$ cat config.mk
export PLATFORM = sky130hd
export DESIGN_NAME = ram16_initiator
export DESIGN_NICKNAME = d
export VERILOG_FILES = /design/src/rtl/ram16_initiator_pkg.sv /design/src/rtl/ram16_rd_capture.sv /design/src/rtl/ram16_initiator.sv
export SDC_FILE = /design/constraint.sdc
export NUM_CORES = 1
export LEC_CHECK = 0
export BUFFER_PORTS_ARGS = -buffer_cell sky130_fd_sc_hd__clkbuf_2
export CORE_MARGIN = 5
export CORE_UTILIZATION = 50
export DETAILED_ROUTE_END_ITERATION = 8
export PLACE_DENSITY = 0.84
export SYNTH_ARGS = -nofsm -noshare
export SYNTH_HDL_FRONTEND = slang
export SYNTH_SLANG_ARGS = --single-unit
$ cat constraint.sdc
create_clock -name sys_clk -period 3.5 [get_ports sys_clk]
set_input_delay 1.05 -clock sys_clk [delete_from_list [all_inputs] [get_ports sys_clk]]
set_output_delay 1.05 -clock sys_clk [all_outputs]
set_load 0.005 [all_outputs]
$ cat src/rtl/ram16_initiator_pkg.sv
// Shared definitions for the 512x16 work-RAM initiator: RAM geometry,
// output-enable patterns and the sequencer state encoding.
package ram16_initiator_pkg;

    localparam int RAM_WORDS = 512;
    localparam int RAM_AW    = $clog2(RAM_WORDS);
    localparam int RAM_DW    = 16;

    localparam logic [RAM_DW-1:0] OE_ALL  = 16'hFFFF;
    localparam logic [RAM_DW-1:0] OE_NONE = 16'h0000;

    typedef enum logic [1:0] {
        IDLE  = 2'd0,
        RUN   = 2'd1,
        DRAIN = 2'd2
    } state_e;

endpackage

$ cat src/rtl/ram16_rd_capture.sv
// Read-return pipe: tracks each read issue edge for two cycles, then captures
// RAM data into rdata/rvalid and flags beats whose output enables were not all set.
module ram16_rd_capture
    import ram16_initiator_pkg::*;
#(
    parameter int DW = RAM_DW
) (
    input  logic          sys_clk,
    input  logic          resetl,
    input  logic          issue_rd,
    input  logic          clr_err,
    input  logic [DW-1:0] ram_z_in,
    input  logic [DW-1:0] ram_z_oe_in,
    output logic [DW-1:0] rdata,
    output logic          rvalid,
    output logic          rerr
);

    logic [1:0]    trk_q, trk_d;
    logic [DW-1:0] rdata_q, rdata_d;
    logic          rvalid_q, rvalid_d;
    logic          rerr_q, rerr_d;

    always_ff @(posedge sys_clk or negedge resetl) begin
        if (!resetl) begin
            trk_q    <= 2'b00;
            rdata_q  <= '0;
            rvalid_q <= 1'b0;
            rerr_q   <= 1'b0;
        end else begin
            trk_q    <= trk_d;
            rdata_q  <= rdata_d;
            rvalid_q <= rvalid_d;
            rerr_q   <= rerr_d;
        end
    end

    // trk_q[1] is high on the edge two cycles after a read issue edge.
    always_comb begin
        trk_d    = {trk_q[0], issue_rd};
        rvalid_d = trk_q[1];
        rdata_d  = rdata_q;
        rerr_d   = rerr_q;
        if (trk_q[1]) begin
            rdata_d = ram_z_in;
        end
        if (clr_err) begin
            rerr_d = 1'b0;
        end else if (trk_q[1] && (ram_z_oe_in != DW'(OE_ALL))) begin
            rerr_d = 1'b1;
        end
    end

    assign rdata  = rdata_q;
    assign rvalid = rvalid_q;
    assign rerr   = rerr_q;

endmodule

$ cat src/rtl/ram16_initiator.sv
// Burst initiator for a 512x16 synchronous-read work RAM: sequences host read
// and write bursts onto registered RAM pins and returns read data as a stream.
module ram16_initiator
    import ram16_initiator_pkg::*;
#(
    parameter int AW = RAM_AW,
    parameter int DW = RAM_DW
) (
    input  logic          sys_clk,
    input  logic          resetl,
    input  logic          req,
    output logic          ack,
    input  logic          wr,
    input  logic [AW-1:0] addr,
    input  logic [AW-1:0] len,
    input  logic [DW-1:0] wdata,
    input  logic          wdata_valid,
    output logic          wdata_ready,
    output logic [DW-1:0] rdata,
    output logic          rvalid,
    output logic          rerr,
    output logic          busy,
    output logic          done,
    output logic          ram_cen,
    output logic          ram_rw,
    output logic [AW-1:0] ram_a,
    output logic [DW-1:0] ram_z_out,
    output logic [DW-1:0] ram_z_oe,
    input  logic [DW-1:0] ram_z_in,
    input  logic [DW-1:0] ram_z_oe_in
);

    state_e        state_q, state_d;
    logic          drain_q, drain_d;
    logic          wr_q, wr_d;
    logic [AW-1:0] addr_q, addr_d;
    logic [AW-1:0] cnt_q, cnt_d;
    logic          ack_q, ack_d;
    logic          done_q, done_d;
    logic          cen_q, cen_d;
    logic          rw_q, rw_d;
    logic [AW-1:0] ra_q, ra_d;
    logic [DW-1:0] zout_q, zout_d;
    logic [DW-1:0] zoe_q, zoe_d;
    logic          beat;
    logic          rd_issue;

    // A read beat issues every RUN cycle; a write beat waits for data.
    assign wdata_ready = (state_q == RUN) && wr_q;
    assign beat        = (state_q == RUN) && (!wr_q || wdata_valid);
    assign rd_issue    = beat && !wr_q;

    always_ff @(posedge sys_clk or negedge resetl) begin
        if (!resetl) begin
            state_q <= IDLE;
            drain_q <= 1'b0;
            wr_q    <= 1'b0;
            addr_q  <= '0;
            cnt_q   <= '0;
            ack_q   <= 1'b0;
            done_q  <= 1'b0;
            cen_q   <= 1'b1;
            rw_q    <= 1'b1;
            ra_q    <= '0;
            zout_q  <= '0;
            zoe_q   <= DW'(OE_NONE);
        end else begin
            state_q <= state_d;
            drain_q <= drain_d;
            wr_q    <= wr_d;
            addr_q  <= addr_d;
            cnt_q   <= cnt_d;
            ack_q   <= ack_d;
            done_q  <= done_d;
            cen_q   <= cen_d;
            rw_q    <= rw_d;
            ra_q    <= ra_d;
            zout_q  <= zout_d;
            zoe_q   <= zoe_d;
        end
    end

    always_comb begin
        state_d = state_q;
        drain_d = drain_q;
        done_d  = 1'b0;
        case (state_q)
            IDLE: begin
                if (req) state_d = RUN;
            end
            RUN: begin
                if (beat && (cnt_q == '0)) begin
                    state_d = DRAIN;
                    drain_d = 1'b0;
                end
            end
            DRAIN: begin
                if (drain_q) begin
                    state_d = IDLE;
                    done_d  = 1'b1;
                end else begin
                    drain_d = 1'b1;
                end
            end
            default: state_d = IDLE;
        endcase
    end

    always_comb begin
        ack_d  = (state_q == IDLE) && req;
        wr_d   = wr_q;
        addr_d = addr_q;
        cnt_d  = cnt_q;
        cen_d  = 1'b1;
        rw_d   = 1'b1;
        ra_d   = ra_q;
        zout_d = zout_q;
        zoe_d  = DW'(OE_NONE);
        if (ack_d) begin
            wr_d   = wr;
            addr_d = addr;
            cnt_d  = len;
        end
        // Address is AW bits wide, so the increment wraps 511 -> 0 naturally.
        if (beat) begin
            cen_d  = 1'b0;
            rw_d   = !wr_q;
            ra_d   = addr_q;
            addr_d = addr_q + 1'b1;
            cnt_d  = cnt_q - 1'b1;
            if (wr_q) begin
                zout_d = wdata;
                zoe_d  = DW'(OE_ALL);
            end
        end
    end

    ram16_rd_capture #(
        .DW(DW)
    ) u_rd_capture (
        .sys_clk     (sys_clk),
        .resetl      (resetl),
        .issue_rd    (rd_issue),
        .clr_err     (ack_d),
        .ram_z_in    (ram_z_in),
        .ram_z_oe_in (ram_z_oe_in),
        .rdata       (rdata),
        .rvalid      (rvalid),
        .rerr        (rerr)
    );

    assign ack       = ack_q;
    assign done      = done_q;
    assign busy      = (state_q != IDLE);
    assign ram_cen   = cen_q;
    assign ram_rw    = rw_q;
    assign ram_a     = ra_q;
    assign ram_z_out = zout_q;
    assign ram_z_oe  = zoe_q;

endmodule

After elaboration in Yosys (flattened, before gate mapping) --
Cells that the tools add are included.
Cells by class: add/subtract/negate cells 2, $mul 0, divide/modulo/power cells 0, order comparisons 0, equality and inequality tests 6, shift-type cells 0, multiplexer cells 18, bitwise gates (word level) 0, reduce and logical (&&, ||, !) cells 17
Operator list (number):
- 2-to-1 mux 9 bit | 4
- 2-to-1 mux 16 bit | 2
- inequality test 16 bit (second input constant) | 1
- adder 9 x 1 -> 9 bit (second input constant) | 1
- logical NOT 9 bit | 1
- subtractor 9 x 1 -> 9 bit (second input constant) | 1
- nonzero test 2 bit | 4
- 2-to-1 mux 1 bit | 7
- logical AND 1 bit | 6
- 2-to-1 mux 2 bit | 3
- one-hot mux 2 bit (3 select lines) | 1
- inequality test 2 bit (second input constant) | 2
- AND reduction 2 bit | 2
- AND reduction 3 bit | 1
- equality test 2 x 1 -> 1 bit (second input constant) | 1
- equality test 2 bit (second input constant) | 1
- logical NOT 2 bit | 1
- inequality test 2 x 1 -> 1 bit (second input constant) | 1
- one-hot mux 1 bit (2 select lines) | 1
- logical NOT 1 bit | 1
- logical OR 1 bit | 1
Storage, ports and cells: bits in registers 87, bits in latches 0, memory bits (writable) 0, memory bits (read-only) 0, input port bits 71, output and inout port bits 65, memories 0

Depth between registers and ports, before layout --
Gate-level depths: netlist of run 1.
word-level depth 6, depth in mapped cells 7, depth with buffers taken out 6

By module --
From an unflattened synthesis of run 1, not the netlist that was laid out.
Unflattened totals: cells, all modules 269, area, all modules 3246.9 um^2
Modules (own cells, without submodules):
- ram16_initiator | instances 1, cells each 223, area each 2449.8 um^2, seq. area each 1303.8 um^2
- ram16_rd_capture | instances 1, cells each 46, area each 797.0 um^2, seq. area each 500.5 um^2

Worst setup path after synthesis of run 1 --
No wires, ideal clock.
path kind input -> register, start point input req, end point register cnt_q[3], arrival 2.000 ns, required time 3.374 ns, slack 1.374 ns, cell stages on the path 5, path buffers 1, cell sequence or3b_1 -> buf_2 -> o21ai_2 -> o21ai_1 -> a221o_1
On the way: longest elaborated chain between the ends 2
RTL lines:
- start: declaration | RTL line ram16_initiator.sv:11 | input logic req,
- logical AND 1 bit | RTL line ram16_initiator.sv:110 | ack_d = (state_q == IDLE) && req;
- nonzero test 2 bit (no source line)
- end signal: assignment | RTL line ram16_initiator.sv:72 | cnt_q <= cnt_d;
- end: declaration | RTL line ram16_initiator.sv:37 | logic [AW-1:0] cnt_q, cnt_d;
No other way between the ends. A chain may end at the register's enable or synchronous reset.

Worst setup path in the final report of run 1 --
start point register state_q[1], end point output wdata_ready
On the way: longest elaborated chain between the ends 2
RTL lines:
- start: declaration | RTL line ram16_initiator.sv:33 | state_e state_q, state_d;
- start signal: assignment | RTL line ram16_initiator.sv:68 | state_q <= state_d;
- equality test 2 x 1 -> 1 bit | RTL line ram16_initiator.sv:49 | assign wdata_ready = (state_q == RUN) && wr_q;
- logical AND 1 bit | RTL line ram16_initiator.sv:49
- end: declaration | RTL line ram16_initiator.sv:18 | output logic wdata_ready,
No other way between the ends.

==> results.sh, run 1 <==
export IMPL_vias=2418
export IMPL_initial_utilization_pct=51.8
export IMPL_nets=457
export IMPL_fin_setup_tns_ns=0
export IMPL_post_route_util_pct=65.9
export IMPL_cts_max_level=3
export IMPL_outcome="finished clean"
export IMPL_crit_path_top_delay_cell="dfrtp_1"
export IMPL_drt_iter0_markers=77
export IMPL_netlist_area_leader_share_pct=56.4
export IMPL_syn_to_final_growth_pct=27.1
export IMPL_power_total_mw=3.30
export IMPL_timing_fmax_mhz=410
export IMPL_synth_seq_cells=72
export IMPL_fin_area_um2=3950
export IMPL_synth_warnings=0
export IMPL_switching_share_pct=33.0
export IMPL_clockPowerShare_pct=21.8
export IMPL_p_switching_mw=1.09
export IMPL_cts_setup_buffers=0
export IMPL_dr_pass1_iters=4
export IMPL_cts_buffers=9
export IMPL_drive_above_1_share_pct=46.8
export IMPL_cts_sinks=72
export IMPL_nFillCells=499
export IMPL_wl_per_cell_um=15.1
export IMPL_cts_resized=0
export IMPL_p_int_mw=2.21
export IMPL_ir_drop_mv=0.470
export IMPL_cts_tree="done"
export IMPL_max_stage_delay_ns=0.42
export IMPL_yosysMostFrequentCell="dfrtp_1"
export IMPL_antenna_cells=0
export IMPL_drc=0
export IMPL_hold_viol_final=0
export IMPL_rsz0062_at_grt="no"
export IMPL_critPathArrivalTime_ns=1.39
export IMPL_critPathKind="flop to output port"
export IMPL_synth_cell_types=48
export IMPL_tightest_slew_ns=0.886
export IMPL_grt_antenna_before_repair=0
export IMPL_coreArea_um2=5990
export IMPL_crit_path_end_kind="output port"
export IMPL_setup_viol=0
export IMPL_cp_data_required_time_ns=2.45
export IMPL_hp_class="flop to flop"
export IMPL_critical_path_startpoint_type="flop"
export IMPL_maxSlewHeadroom_pct=41.0
export IMPL_ios=136
export IMPL_yosys_area_top_type="dfrtp_1"
export IMPL_synthArstFlopShare_pct=100
export IMPL_place_area_um2=3720
export IMPL_clkSlewWorstSetupHoldPaths_ns=0.08
export IMPL_leakage_nw=1.96
export IMPL_routed_via_density=5.21
export IMPL_grt_ovfl_total=0
export IMPL_gp_congestion=0.842
export IMPL_maxCapViolCount=0
export IMPL_synth_edff_count=0
export IMPL_synth_fp_nets=333
export IMPL_grt_pass1_vias=2450
export IMPL_regArea_um2=1800
export IMPL_rows=28
export IMPL_seq_area_frac_synth_pct=58.1
export IMPL_synth_ff_type="dfrtp_1"
export IMPL_path_cells="and2b_1, and2_2, clkbuf_2"
export IMPL_postSynthCellCount=260
export IMPL_finClkSkew_ns=0.00646
export IMPL_dieWidth_um=88.8
export IMPL_pwr_share_comb_pct=33.4
export IMPL_finalMaxSlewViolations=0
export IMPL_route_final_wire_length_um=7000
export IMPL_synthTopCellsByArea="dfrtp_1 (56%), mux2_1 (5.8%), mux2_2 (5.8%)"
export IMPL_multi_input_area_um2=1090
export IMPL_p_seq_share_pct=44.8
export IMPL_clock_path_buffers=2
export IMPL_crit_fanout=6
export IMPL_clk_latency_ns=0.34
export IMPL_portBuffers=135
export IMPL_timing_final_crit_share_pct=69.7
export IMPL_p_per_area_nw_per_um2=836
export IMPL_dpl_hpwl_um=5320
export IMPL_cts_root_buf="clkbuf_8"
export IMPL_die_y_um=88.8
export IMPL_grt_max_degree=73
export IMPL_grt_total_usage_pct=18.6
export IMPL_yosys_top_cells_count="dfrtp_1 (70), nand2_1 (28), mux2_1 (16), mux2_2 (16), buf_4 (15)"
export IMPL_antenna_left=0
export IMPL_grt_pass1_wl_um=11100
export IMPL_synth_area_um2=3110
export IMPL_dieArea_um2=7890
export IMPL_hold_buffers=0
export IMPL_synth_avg_cell_area_um2=11.9
export IMPL_min_period_ns=2.44
==> logic make-up (layout without fill, tap and decap cells) <==
logic type               after synthesis  count (layout)  synth area share [%]
AND/OR/NAND/NOR                       74              74                  12.1
flip-flops                            72              72                  58.1
AO/OA/AOI/OAI                         42              42                  9.67
multiplexers                          35              35                  12.6
buffers and inverters                 35             164                  6.77
adder cells (fa/ha/maj)                2               2                 0.806
==> sequential cells by signal, summed over array words and instances (netlist names), 2 cells and up <==
signal,cells
ram_a,9
cnt_q,9
ram_z_out,16
state_q,2
u_rd_capture.trk_q,2
u_rd_capture.rdata,16
addr_q,9
==> final cells by class <==
class | instances | share of cell area, %
Sequential cell | 72 | 45.7
Inverter | 11 | 1.08
Tap cell | 75 | 2.38
Timing Repair Buffer | 137 | 17.6
Clock buffer | 11 | 3.58
Clock inverter | 5 | 2.03
Multi-Input combinational cell | 153 | 27.6
==> power groups by stage <==
stage	sequential, mW	combinational, mW	clock, mW
after floorplan	1.44	0.708	0
after global placement	1.47	1.08	0
after CTS	1.48	1.13	0.741
after global routing	1.54	1.24	0.780
after detailed placement	1.49	1.12	0
final	1.48	1.10	0.719
==> per-stage QoR <==
stage               cells  hold WS, ns  worst slack [ns]
floorplan             260        0.331              1.37
global placement      448        0.332              1.10
detailed placement    448        0.345              1.05
CTS                   464        0.359              1.03
global route          464        0.371             0.980
finish                464        0.363              1.06
==> cells in the final DEF (no fill, tap or decap), types with 6 or more instances in the layout <==
cell / n
inv_1: 9
clkbuf_8: 10
nor2_1: 12
nand2_1: 28
nand4_1: 8
clkbuf_2: 134
mux2_1: 16
dfrtp_1: 70
a21oi_1: 6
o21ai_0: 11
mux2_2: 16
==> metal layers <==
layer	wire length [µm]	GRT usage [%]	vias to the layer above
li1	-	-	1152
met1	2800	22.3	1116
met2	3410	31.3	131
met3	659	3.91	19
met4	135	9.89	0
met5	0	0	-
==> worst max-delay path, delay by kind of cell (launching register included) <==
| kind | cells | cell delay [ns] |
|---|---|---|
| and+or+nand+nor | 2 | 0.50 |
| buffers and inverters | 1 | 0.13 |
| DFF | 1 | 0.42 |
==> final timing paths <==
path	start	end	slack [ns]	cells after the start
min in group asynchronous	resetl	cnt_q[1]	0.80	1
min	u_rd_capture.trk_q[0]	u_rd_capture.trk_q[1]	0.36	0
max in group asynchronous	resetl	u_rd_capture.rdata[2]	2.08	1
max reg2reg	cnt_q[0]	cnt_q[8]	1.59	6
max	state_q[1]	wdata_ready	1.06	3
min reg2reg	u_rd_capture.trk_q[0]	u_rd_capture.trk_q[1]	0.36	0
Power figures use the tool's default switching activity.
==> inputs of run 2 (changes only) <==
--- a/config.mk
+++ b/config.mk
@@ -5,11 +5,12 @@
 export SDC_FILE = /design/constraint.sdc
 export NUM_CORES = 1
 export LEC_CHECK = 0
+export ABC_AREA = 1
 export BUFFER_PORTS_ARGS = -buffer_cell sky130_fd_sc_hd__clkbuf_2
 export CORE_MARGIN = 5
-export CORE_UTILIZATION = 50
+export CORE_UTILIZATION = 43
 export DETAILED_ROUTE_END_ITERATION = 8
-export PLACE_DENSITY = 0.84
+export PLACE_DENSITY = 0.75
 export SYNTH_ARGS = -nofsm -noshare
 export SYNTH_HDL_FRONTEND = slang
 export SYNTH_SLANG_ARGS = --single-unit
==> constraint.sdc (replaced) <==
create_clock -name sys_clk -period 2.1 [get_ports sys_clk]
set_input_delay 0.63 -clock sys_clk [delete_from_list [all_inputs] [get_ports sys_clk]]
set_output_delay 0.63 -clock sys_clk [all_outputs]
set_load 0.005 [all_outputs]
==> run 2 against run 1 <==
Worst setup slack worse by 0.77 ns. Final cell count is 34% higher. Power is 94% higher.
==> results.sh, run 2 <==
export IMPL_cts_buffers=9
export IMPL_crit_fanout=4
export IMPL_cts_setup_buffers=0
export IMPL_timing_final_crit_share_pct=86.1
export IMPL_hp_class="primary input to async pin"
export IMPL_grt_ovfl_total=0
export IMPL_synth_compound_area_share_pct=5.34
export IMPL_final_common_cell="nand2_1"
export IMPL_cts_tree="done"
export IMPL_synth_top_family_by_area="simple AND/OR/NAND/NOR gates"
export IMPL_synth_area_um2=3330
export IMPL_critPathKind="flop to output port"
export IMPL_initial_utilization_pct=43.5
export IMPL_critical_path_startpoint_type="flop"
export IMPL_ios=136
export IMPL_drt_iter0_markers=101
export IMPL_synth_seq_cells=72
export IMPL_antenna_left=0
export IMPL_reg2reg_slack_ns=0.60
export IMPL_routed_via_density=4.61
export IMPL_nets=587
export IMPL_clkSlewWorstSetupHoldPaths_ns=0.07
export IMPL_drc=0
export IMPL_dr_pass1_iters=4
export IMPL_portBuffers=135
export IMPL_outcome="finished clean"
export IMPL_dieWidth_um=98.0
export IMPL_p_switching_mw=2.63
export IMPL_grt_antenna_before_repair=0
export IMPL_hold_buffers=0
export IMPL_regToRegStartpoint="state_q[0]"
export IMPL_p_seq_share_pct=40.6
export IMPL_finClkSkew_ns=0.00644
export IMPL_synthArstFlopShare_pct=100
export IMPL_grt_max_degree=73
export IMPL_synthSimpleGateAreaFrac_pct=24.6
export IMPL_clk_latency_ns=0.33
export IMPL_synthMuxAreaShare_pct=5.41
export IMPL_dpl_hpwl_um=6060
export IMPL_drive_above_1_share_pct=34.7
export IMPL_seq_area_frac_synth_pct=54.2
export IMPL_clock_path_buffers=2
export IMPL_setup_viol=0
export IMPL_synthTopCellsByArea="dfrtp_1 (53%), nand2_1 (15%), mux2_2 (5.4%)"
export IMPL_wl_per_cell_um=12.7
export IMPL_clockPowerShare_pct=14.7
export IMPL_post_route_util_pct=54.3
export IMPL_timing_final_ws_setup_ns=0.293
export IMPL_route_final_wire_length_um=7890
export IMPL_final_cell_mix="nand2_1 (137), clkbuf_2 (134), dfrtp_1 (70)"
export IMPL_netlist_area_leader_share_pct=52.6
export IMPL_p_int_mw=3.78
export IMPL_die_y_um=98.0
export IMPL_cts_resized=0
export IMPL_synth_avg_cell_area_um2=8.53
export IMPL_synth_ff_type="dfrtp_1"
export IMPL_ir_drop_mv=0.515
export IMPL_grt_total_usage_pct=16.8
export IMPL_tightest_slew_ns=0.691
export IMPL_vias=2862
export IMPL_timing_fmax_mhz=553
export IMPL_crit_path_end_kind="output port"
export IMPL_synth_cell_types=23
export IMPL_leakage_nw=2.31
export IMPL_yosys_area_top_type="dfrtp_1"
export IMPL_synth_warnings=0
export IMPL_fin_setup_tns_ns=0
export IMPL_rsz0062_at_grt="no"
export IMPL_min_period_ns=1.81
export IMPL_postSynthCellCount=390
export IMPL_yosys_top_cells_count="nand2_1 (137), dfrtp_1 (70), nor2_1 (45)"
export IMPL_critPathArrivalTime_ns=1.18
export IMPL_synth_edff_count=0
export IMPL_switching_share_pct=41.1
export IMPL_coreArea_um2=7650
export IMPL_maxSlewHeadroom_pct=53.9
export IMPL_p_per_area_nw_per_um2=1550
export IMPL_dp_slack_ns=0.281
export IMPL_finalMaxSlewViolations=0
export IMPL_gp_congestion=0.895
export IMPL_grt_pass1_wl_um=13200
export IMPL_cts_max_level=3
export IMPL_hold_viol_final=0
export IMPL_pwr_share_comb_pct=44.8
export IMPL_hold_slack_ns=0.321
export IMPL_r2r_cells=9
export IMPL_synth_fp_nets=463
export IMPL_power_total_mw=6.41
export IMPL_dieArea_um2=9600
export IMPL_grt_pass1_vias=2800
export IMPL_syn_to_final_growth_pct=24.7
export IMPL_cts_sinks=72
export IMPL_cts_root_buf="clkbuf_8"
export IMPL_worstReg2RegEnd="addr_q[6]"
export IMPL_yosysMostFrequentCell="nand2_1"
export IMPL_antenna_cells=0
export IMPL_synth_adder_area_share_pct=0.752
export IMPL_synth_xor_area_share_pct=0
export IMPL_maxCapViolCount=0
export IMPL_rows=32
export IMPL_cp_data_required_time_ns=1.47
==> run 2: cell types whose count changed after synthesis, moves of 4 or more <==
cell | before | now
inv_1 | 9 | 31
mux2_1 | 16 | 0
nand2_1 | 28 | 137
nand3_1 | 4 | 16
nand4_1 | 8 | 0
nor2_1 | 12 | 45
o21ai_0 | 11 | 21
o221a_1 | 4 | 0
==> run 2: per-stage QoR <==
step | std cells | area, µm²
floorplan | 390 | 3330
global placement | 605 | 3980
detailed placement | 605 | 3980
CTS | 621 | 4150
global route | 621 | 4150
finish | 621 | 4150
==> run 2: power by group through the flow <==
stage	registers [mW]	logic (mW)	clock network, mW
finish	2.60	2.87	0.940
global route	2.70	3.31	1.04
CTS	2.60	2.92	0.967
detailed placement	2.63	2.91	0
global placement	2.58	2.81	0
floorplan	2.54	2.06	0
==> run 2: how the worst max path moves through the flow <==
| stage | startpoint | endpoint | slack [ns] |
|---|---|---|---|
| floorplan | wdata_valid | cnt_q[6] | 0.70 |
| global placement | wdata_valid | addr_q[6] | 0.34 |
| detailed placement | wdata_valid | addr_q[6] | 0.28 |
| CTS | state_q[1] | wdata_ready | 0.27 |
| global route | state_q[1] | wdata_ready | 0.16 |
| finish | state_q[1] | wdata_ready | 0.29 |
==> run 2: cells by family after synthesis <==
family,count (synthesis)
multiplexers,16
buffers and inverters,61
adder cells (fa/ha/maj),2
AND/OR/NAND/NOR,206
flip-flops,72
AO/OA/AOI/OAI,33
==> run 2: critical path, stage by stage (launching register included) <==
cell	delay, ns
dfrtp_1	0.39
inv_2	0.08
nand2_1	0.09
nor2_2	0.13
clkbuf_2	0.15
==> run 2: routing by layer <==
layer | part of all wire (%) | routed length [µm] | global-route usage, % | up-vias
met4 | 0.96 | 76 | 5.11 | 0
met3 | 7.3 | 579 | 4.86 | 8
met2 | 48 | 3770 | 27.3 | 101
met5 | 0 | 0 | 0 | -
met1 | 44 | 3470 | 21.7 | 1307
li1 | - | - | - | 1446
==> run 2: cell type report <==
class	count	area (µm²)
inverters	35	131
repair buffers	139	718
flip-flops and latches	72	1800
multi-input cells	257	1200
clock inverters	3	17.5
fillers	732	3500
well taps	102	128
clock buffers	13	149
==> inputs of run 3 (changes only) <==
--- a/config.mk
+++ b/config.mk
@@ -7,6 +7,7 @@
 export LEC_CHECK = 0
 export ABC_AREA = 1
 export BUFFER_PORTS_ARGS = -buffer_cell sky130_fd_sc_hd__clkbuf_2
+export CORE_ASPECT_RATIO = 1.2
 export CORE_MARGIN = 5
 export CORE_UTILIZATION = 43
 export DETAILED_ROUTE_END_ITERATION = 8
==> run 3 against run 2 <==
Non-clock buffer count shrank 2. Hold slack got worse by 0.14 ns. Final cell count shrank 2.1%. Critical path type unchanged. Critical endpoint unchanged. Largest power group unchanged. Highest routed layer unchanged.
==> results.sh, run 3 (synthesized netlist as in run 2, its figures left out) <==
export IMPL_setup_viol=0
export IMPL_final_cell_mix="nand2_1 (137), clkbuf_2 (134), dfrtp_1 (70)"
export IMPL_wl_per_cell_um=12.9
export IMPL_grt_total_usage_pct=17.1
export IMPL_stdcell_count=608
export IMPL_grt_max_degree=50
export IMPL_ir_drop_mv=0.861
export IMPL_dr_pass1_iters=4
export IMPL_routed_via_density=4.75
export IMPL_maxCapViolCount=0
export IMPL_hp_class="primary input to async pin"
export IMPL_initial_utilization_pct=43.7
export IMPL_min_period_ns=1.81
export IMPL_crit_path_end_kind="output port"
export IMPL_hold_buffers=0
export IMPL_nets=585
export IMPL_clk_latency_ns=0.34
export IMPL_crit_fanout=4
export IMPL_switching_share_pct=40.7
export IMPL_portBuffers=135
export IMPL_tightest_slew_ns=0.663
export IMPL_clock_path_buffers=2
export IMPL_grt_pass1_vias=2960
export IMPL_clockPowerShare_pct=16.5
export IMPL_antenna_left=0
export IMPL_hold_viol_final=0
export IMPL_cts_setup_buffers=0
export IMPL_fin_setup_tns_ns=0
export IMPL_ios=136
export IMPL_finalMaxSlewViolations=0
export IMPL_leakage_nw=2.31
export IMPL_dpl_hpwl_um=5960
export IMPL_r2r_cells=7
export IMPL_cts_sinks=72
export IMPL_vias=2891
export IMPL_maxSlewHeadroom_pct=55.8
export IMPL_timing_final_ws_setup_ns=0.289
export IMPL_finClkSkew_ns=0.00840
export IMPL_antenna_cells=0
export IMPL_dieArea_um2=9610
export IMPL_cts_resized=0
export IMPL_clkSlewWorstSetupHoldPaths_ns=0.07
export IMPL_route_final_wire_length_um=7860
export IMPL_critPathKind="flop to output port"
export IMPL_rsz0062_at_grt="no"
export IMPL_dieWidth_um=90.3
export IMPL_drt_iter0_markers=95
export IMPL_dp_cells=593
export IMPL_fin_area_um2=4150
export IMPL_timing_fmax_mhz=552
export IMPL_grt_antenna_before_repair=0
export IMPL_place_area_um2=3960
export IMPL_gp_congestion=0.833
export IMPL_drc=0
export IMPL_cts_tree="done"
export IMPL_crit_path_top_delay_cell="dfrtp_1"
export IMPL_p_per_area_nw_per_um2=1560
export IMPL_p_seq_share_pct=40.1
export IMPL_grt_ovfl_total=0
export IMPL_die_y_um=106
export IMPL_critical_path_startpoint_type="flop"
export IMPL_critPathArrivalTime_ns=1.18
export IMPL_syn_to_final_growth_pct=24.8
export IMPL_drive_above_1_share_pct=34.9
export IMPL_grt_pass1_wl_um=13500
export IMPL_pwr_share_comb_pct=43.4
export IMPL_path_cells="inv_2, nand2_1, nor2_2, clkbuf_2"
export IMPL_coreArea_um2=7620
export IMPL_cts_root_buf="clkbuf_8"
export IMPL_p_int_mw=3.86
export IMPL_p_switching_mw=2.64
export IMPL_rows=35
export IMPL_final_common_cell="nand2_1"
export IMPL_dp_slack_ns=0.307
export IMPL_outcome="finished clean"
export IMPL_cts_buffers=9
export IMPL_timing_final_crit_share_pct=86.3
export IMPL_max_stage_delay_ns=0.39
export IMPL_cp_data_required_time_ns=1.47
export IMPL_power_total_mw=6.50
export IMPL_cts_max_level=3
[run 3: path summary, 6_finish.rpt]
kind	from	end	slack, ns
worst min register to register	u_rd_capture.trk_q[0]	u_rd_capture.trk_q[1]	0.35
min in group sys_clk	u_rd_capture.trk_q[0]	u_rd_capture.trk_q[1]	0.35
worst max-delay path	state_q[1]	wdata_ready	0.29
worst min-delay path	resetl	ram_z_out[5]	0.18
worst max register to register	state_q[1]	ram_z_out[6]	0.59
max in group asynchronous	resetl	ram_rw	1.31
[run 3: per-stage QoR]
stage,hold WS [ns],util (%)
after floorplan,0.331,-
final,0.184,54.5
after global placement,0.334,51.9
after global routing,0.185,54.5
after CTS,0.171,54.5
after detailed placement,0.336,51.9
[run 3: power by group through the flow]
stage	Sequential, mW	Clock (mW)	Combinational (mW)
floorplan	2.54	0	2.06
global placement	2.59	0	2.77
detailed placement	2.63	0	2.86
CTS	2.61	1.11	2.87
global route	2.71	1.17	3.23
finish	2.60	1.08	2.82
[run 3: final cells by class]
type                       instances  area (µm²)
timing repair buffer             137         706
multi-input combinational        257        1200
clock inverter                     5        57.6
tap                               92         115
inverter                          35         131
fill                             718        3470
clock buffer                      10         138
sequential                        72        1800
[run 3: worst max-delay path, delay by kind of cell, from the launching register on]
| family | cells | cell delay [ns] |
|---|---|---|
| DFF | 1 | 0.39 |
| buffers and inverters | 2 | 0.23 |
| and+or+nand+nor | 2 | 0.23 |
[run 3: metal layers]
metal	up-vias	GRT usage [%]	wire, µm
met3	11	4.88	558
met1	1326	20.8	3300
li1	1443	-	-
met5	-	0	0
met2	111	28.6	3890
met4	0	6.49	102
